## src/rtl/bcd_cascade_pkg.sv

```systemverilog
// Shared BCD types and helpers for the cascadable BCD counter.
// Vectors are handled at the maximum width of 8 digits and zero-extended by callers.
package bcd_cascade_pkg;

    localparam int BCD_W      = 4;
    localparam int MAX_DIGITS = 8;

    typedef logic [BCD_W-1:0] bcd_digit_t;

    // True when each of the lowest n nibbles of v is a decimal digit (0..9).
    function automatic logic bcd_valid(input logic [BCD_W*MAX_DIGITS-1:0] v, input int n);
        logic ok;
        ok = 1'b1;
        for (int i = 0; i < MAX_DIGITS; i++) begin
            if (i < n && v[i*BCD_W +: BCD_W] > 4'd9) begin
                ok = 1'b0;
            end
        end
        return ok;
    endfunction

    // True when a <= b, comparing digit by digit from the most significant end.
    function automatic logic bcd_le(input logic [BCD_W*MAX_DIGITS-1:0] a,
                                    input logic [BCD_W*MAX_DIGITS-1:0] b);
        logic decided;
        logic le;
        decided = 1'b0;
        le      = 1'b1;
        for (int i = MAX_DIGITS - 1; i >= 0; i--) begin
            if (!decided) begin
                if (a[i*BCD_W +: BCD_W] < b[i*BCD_W +: BCD_W]) begin
                    le      = 1'b1;
                    decided = 1'b1;
                end else if (a[i*BCD_W +: BCD_W] > b[i*BCD_W +: BCD_W]) begin
                    le      = 1'b0;
                    decided = 1'b1;
                end
            end
        end
        return le;
    endfunction

endpackage

```

## src/rtl/bcd_digit.sv

```systemverilog
// One BCD digit register that wraps 9<->0 when stepped.
// Priority: clr > ld > inc > dec.
module bcd_digit
    import bcd_cascade_pkg::*;
(
    input  logic       clk,
    input  logic       inc,
    input  logic       dec,
    input  logic       clr,
    input  logic       ld,
    input  bcd_digit_t ld_val,
    output bcd_digit_t q
);

    always_ff @(posedge clk) begin
        if (clr) begin
            q <= '0;
        end else if (ld) begin
            q <= ld_val;
        end else if (inc) begin
            q <= (q == 4'd9) ? 4'd0 : q + 4'd1;
        end else if (dec) begin
            q <= (q == 4'd0) ? 4'd9 : q - 4'd1;
        end
    end

endmodule

```

## src/rtl/bcd_cascade_counter.sv

```systemverilog
// N-digit synchronous BCD counter with programmable terminal value and cascade carry.
// Define BCD_CASCADE_COUNTER_DOWN_EN to enable down counting through up_dn.
module bcd_cascade_counter
    import bcd_cascade_pkg::*;
#(
    parameter int                      NUM_DIGITS = 2,
    parameter logic [4*NUM_DIGITS-1:0] TOP        = 8'h59
) (
    input  logic                    clk,
    input  logic                    rst,
    input  logic                    en,
    input  logic                    up_dn,
    input  logic                    load,
    input  logic [4*NUM_DIGITS-1:0] d,
    output logic [4*NUM_DIGITS-1:0] q,
    output logic                    tc,
    output logic                    co,
    output logic                    load_err
);

    localparam int W = BCD_W * NUM_DIGITS;

    logic                  count_down;
    logic                  at_top;
    logic                  load_legal;
    logic                  wrap;
    logic                  clr_all;
    logic [W-1:0]          wrap_val;
    logic                  low_nine;
    logic [NUM_DIGITS-1:0] digit_inc;
    logic [NUM_DIGITS-1:0] digit_dec;

    assign at_top = (q == TOP);

`ifdef BCD_CASCADE_COUNTER_DOWN_EN
    logic at_zero;
    logic low_zero;

    assign count_down = ~up_dn;
    assign at_zero    = (q == '0);
    assign tc         = count_down ? at_zero : at_top;
    assign wrap_val   = count_down ? TOP : '0;
`else
    logic unused_up_dn;

    assign unused_up_dn = up_dn;
    assign count_down   = 1'b0;
    assign tc           = at_top;
    assign wrap_val     = '0;
`endif

    assign co         = en & tc;
    assign load_legal = bcd_valid(32'(d), NUM_DIGITS) && bcd_le(32'(d), 32'(TOP));
    // The terminal-value wrap overrides per-digit carries, so TOP need not end in 9s.
    assign wrap       = co & ~load;
    assign clr_all    = rst | (load & ~load_legal);

    // A digit steps only when every lower digit is about to roll over.
    always_comb begin
        digit_inc = '0;
        digit_dec = '0;
        low_nine  = 1'b1;
`ifdef BCD_CASCADE_COUNTER_DOWN_EN
        low_zero  = 1'b1;
`endif
        for (int i = 0; i < NUM_DIGITS; i++) begin
            digit_inc[i] = en & ~count_down & low_nine;
            low_nine     = low_nine & (q[i*BCD_W +: BCD_W] == 4'd9);
`ifdef BCD_CASCADE_COUNTER_DOWN_EN
            digit_dec[i] = en & count_down & low_zero;
            low_zero     = low_zero & (q[i*BCD_W +: BCD_W] == 4'd0);
`endif
        end
    end

    for (genvar g = 0; g < NUM_DIGITS; g++) begin : g_digit
        bcd_digit u_digit (
            .clk    (clk),
            .inc    (digit_inc[g]),
            .dec    (digit_dec[g]),
            .clr    (clr_all),
            .ld     (load | wrap),
            .ld_val (load ? d[g*BCD_W +: BCD_W] : wrap_val[g*BCD_W +: BCD_W]),
            .q      (q[g*BCD_W +: BCD_W])
        );
    end

    always_ff @(posedge clk) begin
        if (rst) begin
            load_err <= 1'b0;
        end else begin
            load_err <= load & ~load_legal;
        end
    end

endmodule
```

## config.mk

```make
export PLATFORM = sky130hd
export DESIGN_NAME = bcd_cascade_counter
export DESIGN_NICKNAME = d
export VERILOG_FILES = /design/src/rtl/bcd_cascade_pkg.sv /design/src/rtl/bcd_digit.sv /design/src/rtl/bcd_cascade_counter.sv
export SDC_FILE = /design/constraint.sdc
export NUM_CORES = 1
export LEC_CHECK = 0
export CAP_MARGIN = 40
export CELL_PAD_IN_SITES_DETAIL_PLACEMENT = 1
export CELL_PAD_IN_SITES_GLOBAL_PLACEMENT = 1
export CORE_MARGIN = 3
export CORE_UTILIZATION = 28
export DETAILED_ROUTE_END_ITERATION = 8
export PLACE_DENSITY_LB_ADDON = 0.1
export SETUP_SLACK_MARGIN = 0.15
export SKIP_CTS_REPAIR_TIMING = 1
export SLEW_MARGIN = 20
export SYNTH_ARGS = -nofsm -noshare
export SYNTH_HDL_FRONTEND = slang
export SYNTH_SLANG_ARGS = --single-unit
```

## constraint.sdc

```tcl
create_clock -name clk -period 1.5 [get_ports clk]
set_input_delay 0.45 -clock clk [delete_from_list [all_inputs] [get_ports clk]]
set_output_delay 0.45 -clock clk [all_outputs]
set_load 0.005 [all_outputs]
```

==> key figures <==
Clock network
  – Worst-path clk slew: 0.08 ns
  – Htree depth: 1
  – CTS tree: yes
  – Num CTS Buffers: 3
  – Clock tree buffer depth: 2
  – Root buf cell: clkbuf_4
  – Clock latency on the worst-skew pair: 0.27 ns
  – Clock Sinks: 9

Logic synthesis
  – Synthesized Nets: 80
  – Top FF cell, synth: dfxtp_1
  – Cell area after synthesis: 548 sq um
  – Top-area cell type share of the netlist area: 0.329
  – Synth Area in Compound Gates: 0.281
  – Post-synthesis adder-cell area fraction: 0
  – Mux cell area share after synthesis: 0
  – Synth top area cells: dfxtp_1 33%, o21ai_0 6.4%, nor2_1 6.2%
  – Xor/xnor cell area share of the yosys netlist: 0.0479
  – Leading area contributor after synthesis: dfxtp_1
  – Register area share after synthesis: 0.329
  – Post-synthesis simple-gate area fraction: 0.295
  – Synth Instances: 67
  – Largest family of logic cells by synthesized area: simple AND/OR/NAND/NOR gates
  – Asr flop ratio synth: 0
  – Post-synth EDFFs: 0
  – Synthesized area per cell: 8.18 sq um
  – Synth Register Bits: 9
  – Synth Warn #: 0
  – Synth unique cells: 26

Layout
  – Final net count: 128
  – Synthesis-to-layout area growth: 101%
  – Layout cell share with drive strength beyond 1: 0.535
  – Multi-input gate area: 429 sq um
  – Ant diodes: 0
  – Filler instances: 209
  – Sequential cell area: 190 sq um
  – Fin cells: 139

Floorplanning
  – Die Span Y: 50.2 microns
  – Initial Utilization: 0.307
  – I/O pin count: 24
  – Row count: 15
  – Core area: 1780 sq um
  – Die Footprint: 2520 sq um
  – Die X-Extent: 50.2 microns

Setup path
  – Reg2Reg Depth: 6
  – CP Class: flop to output pin
  – Cell family with most CP delay: simple AND/OR/NAND/NOR gates
  – Startpoint type of the worst setup path: flop
  – CP max stage delay: 0.33 ns
  – Data arrival, critical path: 1.36 ns
  – CP Buf/Inv Count: 1
  – R2r setup slk: 0 ns
  – CP Data Required Time: 1.05 ns
  – Crit end category: output pin
  – CP cell instances: nand4bb_4 -> and4b_1 -> and2_4 -> clkbuf_2
  – Slowest cell on the critical path: dfxtp_2
  – Worst r2r src: g_digit[0].u_digit.q[2]$_SDFFE_PP0P_
  – R2R Path End: g_digit[1].u_digit.q[1]$_SDFFE_PP0P_
  – Max FO, Critical Path: 2

Routing
  – DR vias: 703
  – Antenna Nets Post-Route: 0
  – Avg Vias per Cell: 5.06
  – Wire per inst: 16.5 microns
  – Final WL: 2290 microns
  – DRT iter0 DRCs: 4
  – First-pass DRT Iterations: 4
  – Drt drc: 0

Outcome
  – Status: finished with violations
  – Failing checks: setup timing

Timing
  – Worst slew pin tran: 0.301 ns
  – Final setup fails: 3
  – Setup_tns: -0.604 ns
  – WHS: 0.492 ns
  – Slew Limit Fails: 0
  – Final WS setup: -0.314 ns
  – Clk_skew: 0.00587 ns
  – Fmax: 0.551 GHz
  – Final critical-path share of the clock period: 1.21
  – Fin. Hold Viols: 0
  – Relative slew margins: 0.799
  – RSZ-0062 raised after global routing: yes
  – Minimum clock period: 1.81 ns

Worst hold path
  – Cell depth of the worst hold path: 3
  – Worst hold start: d[1]
  – Min-Delay Endpoint: g_digit[0].u_digit.q[1]$_SDFFE_PP0P_
  – Hold Crit Class: primary input to flop

Global routing
  – First-pass GRT wire length: 3340 microns
  – Initial antenna violation count: 0
  – GRT Total Usage: 0.174
  – Vias in the first global route: 721
  – Largest net degree at the start of global routing: 8
  – Gr ovfl total: 0

Power and ir drop
  – Pwr Total: 667 uW
  – Peak supply drop: 408 uV
  – P per Cell Area: 605 nW/um^2
  – Leak: 0.000563 uW

Place
  – DP Cell Count: 133
  – Gpl congestion: 0.810
  – HPWL after DPL: 1570 microns
  – Port Buffers: 22

Run
  – Max_cap viols: 0
## worst register-to-register path: stages, from the launching register on
cell and delay, ns:
dfxtp_2 0.33, nand4bb_4 0.23, buf_4 0.16, buf_6 0.12, or2_4 0.27, a211oi_2 0.23, nor3_2 0.05
## sequential cells by signal, summed over array words and instances (netlist names)
signal             count
g_digit.u_digit.q      8
load_err               1
## routing by layer
| metal | vias up | global-route usage | part of all wire |
|---|---|---|---|
| met4 | 0 | 0.0553 | 0.0083 |
| met2 | 22 | 0.289 | 0.52 |
| met5 | - | 0 | 0 |
| met3 | 4 | 0.0415 | 0.054 |
| met1 | 336 | 0.218 | 0.42 |
| li1 | 341 | - | - |
## cells in the final DEF (no fill, tap or decap), types with 2 or more instances in the layout
| master | instances |
|---|---|
| a211oi_2 | 3 |
| a21oi_1 | 3 |
| a221oi_2 | 3 |
| buf_4 | 18 |
| buf_6 | 5 |
| clkbuf_2 | 6 |
| clkbuf_4 | 3 |
| clkdlybuf4s50_1 | 3 |
| dfxtp_2 | 8 |
| dlymetal6s2s_1 | 12 |
| inv_1 | 6 |
| nand2_2 | 2 |
| nand2b_1 | 2 |
| nor2_1 | 9 |
| nor3_2 | 3 |
| o21ai_0 | 2 |
| o21ai_1 | 3 |
| o21ai_2 | 2 |
| xnor2_1 | 2 |
## cell families after synthesis
family / count (synthesis)
AND/OR/NAND/NOR: 25
AO/OA/AOI/OAI: 23
flip-flops: 9
buffers and inverters: 7
XOR/XNOR: 3
## final cells by class
| type | count | share of cell area |
|---|---|---|
| Clock buffer | 4 | 0.0239 |
| Inverter | 6 | 0.0205 |
| Multi-Input combinational cell | 51 | 0.390 |
| Sequential cell | 9 | 0.173 |
| Tap cell | 25 | 0.0284 |
| Timing Repair Buffer | 44 | 0.365 |
## report_power, final
group / leakage (uW) / switching [uW] / internal (uW)
Sequential: 0.0000771 / 8.62 / 254
Clock: 0.0000150 / 106 / 103
Combinational: 0.000471 / 90.8 / 104
## metrics by stage
stage          instance area (sq um)  utilization  setup WS (ns)
2_1_floorplan                    549            -         0.0206
3_3_place_gp                     947        0.531         -0.490
3_5_place_dp                     947        0.531         -0.488
4_1_cts                          973        0.546         -0.709
5_1_grt                         1100        0.618         -0.346
6_report                        1100        0.618         -0.314
## synth_stat cells (2+ instances only)
library cell and number:
dfxtp_1 9, nor2_1 9, o21ai_0 7, inv_1 6, a21oi_1 4, a211oi_1 3
a221oi_1 3, nand2_1 3, a21o_1 2, nand2b_1 2, nor3_1 2, nor4_1 2
xnor2_1 2
## worst max path at each step
| stage | start | to | slack (ns) | cells past startpoint |
|---|---|---|---|---|
| floorplan | g_digit[0].u_digit.q[1]$_SDFFE_PP0P_ | co | 0.02 | 3 |
| global placement | en | co | -0.49 | 3 |
| detailed placement | en | co | -0.49 | 3 |
| CTS | g_digit[0].u_digit.q[1]$_SDFFE_PP0P_ | co | -0.71 | 4 |
| global route | g_digit[0].u_digit.q[2]$_SDFFE_PP0P_ | co | -0.35 | 4 |
| finish | g_digit[0].u_digit.q[2]$_SDFFE_PP0P_ | co | -0.31 | 4 |
No activity file was read; power rests on OpenSTA's default activity.
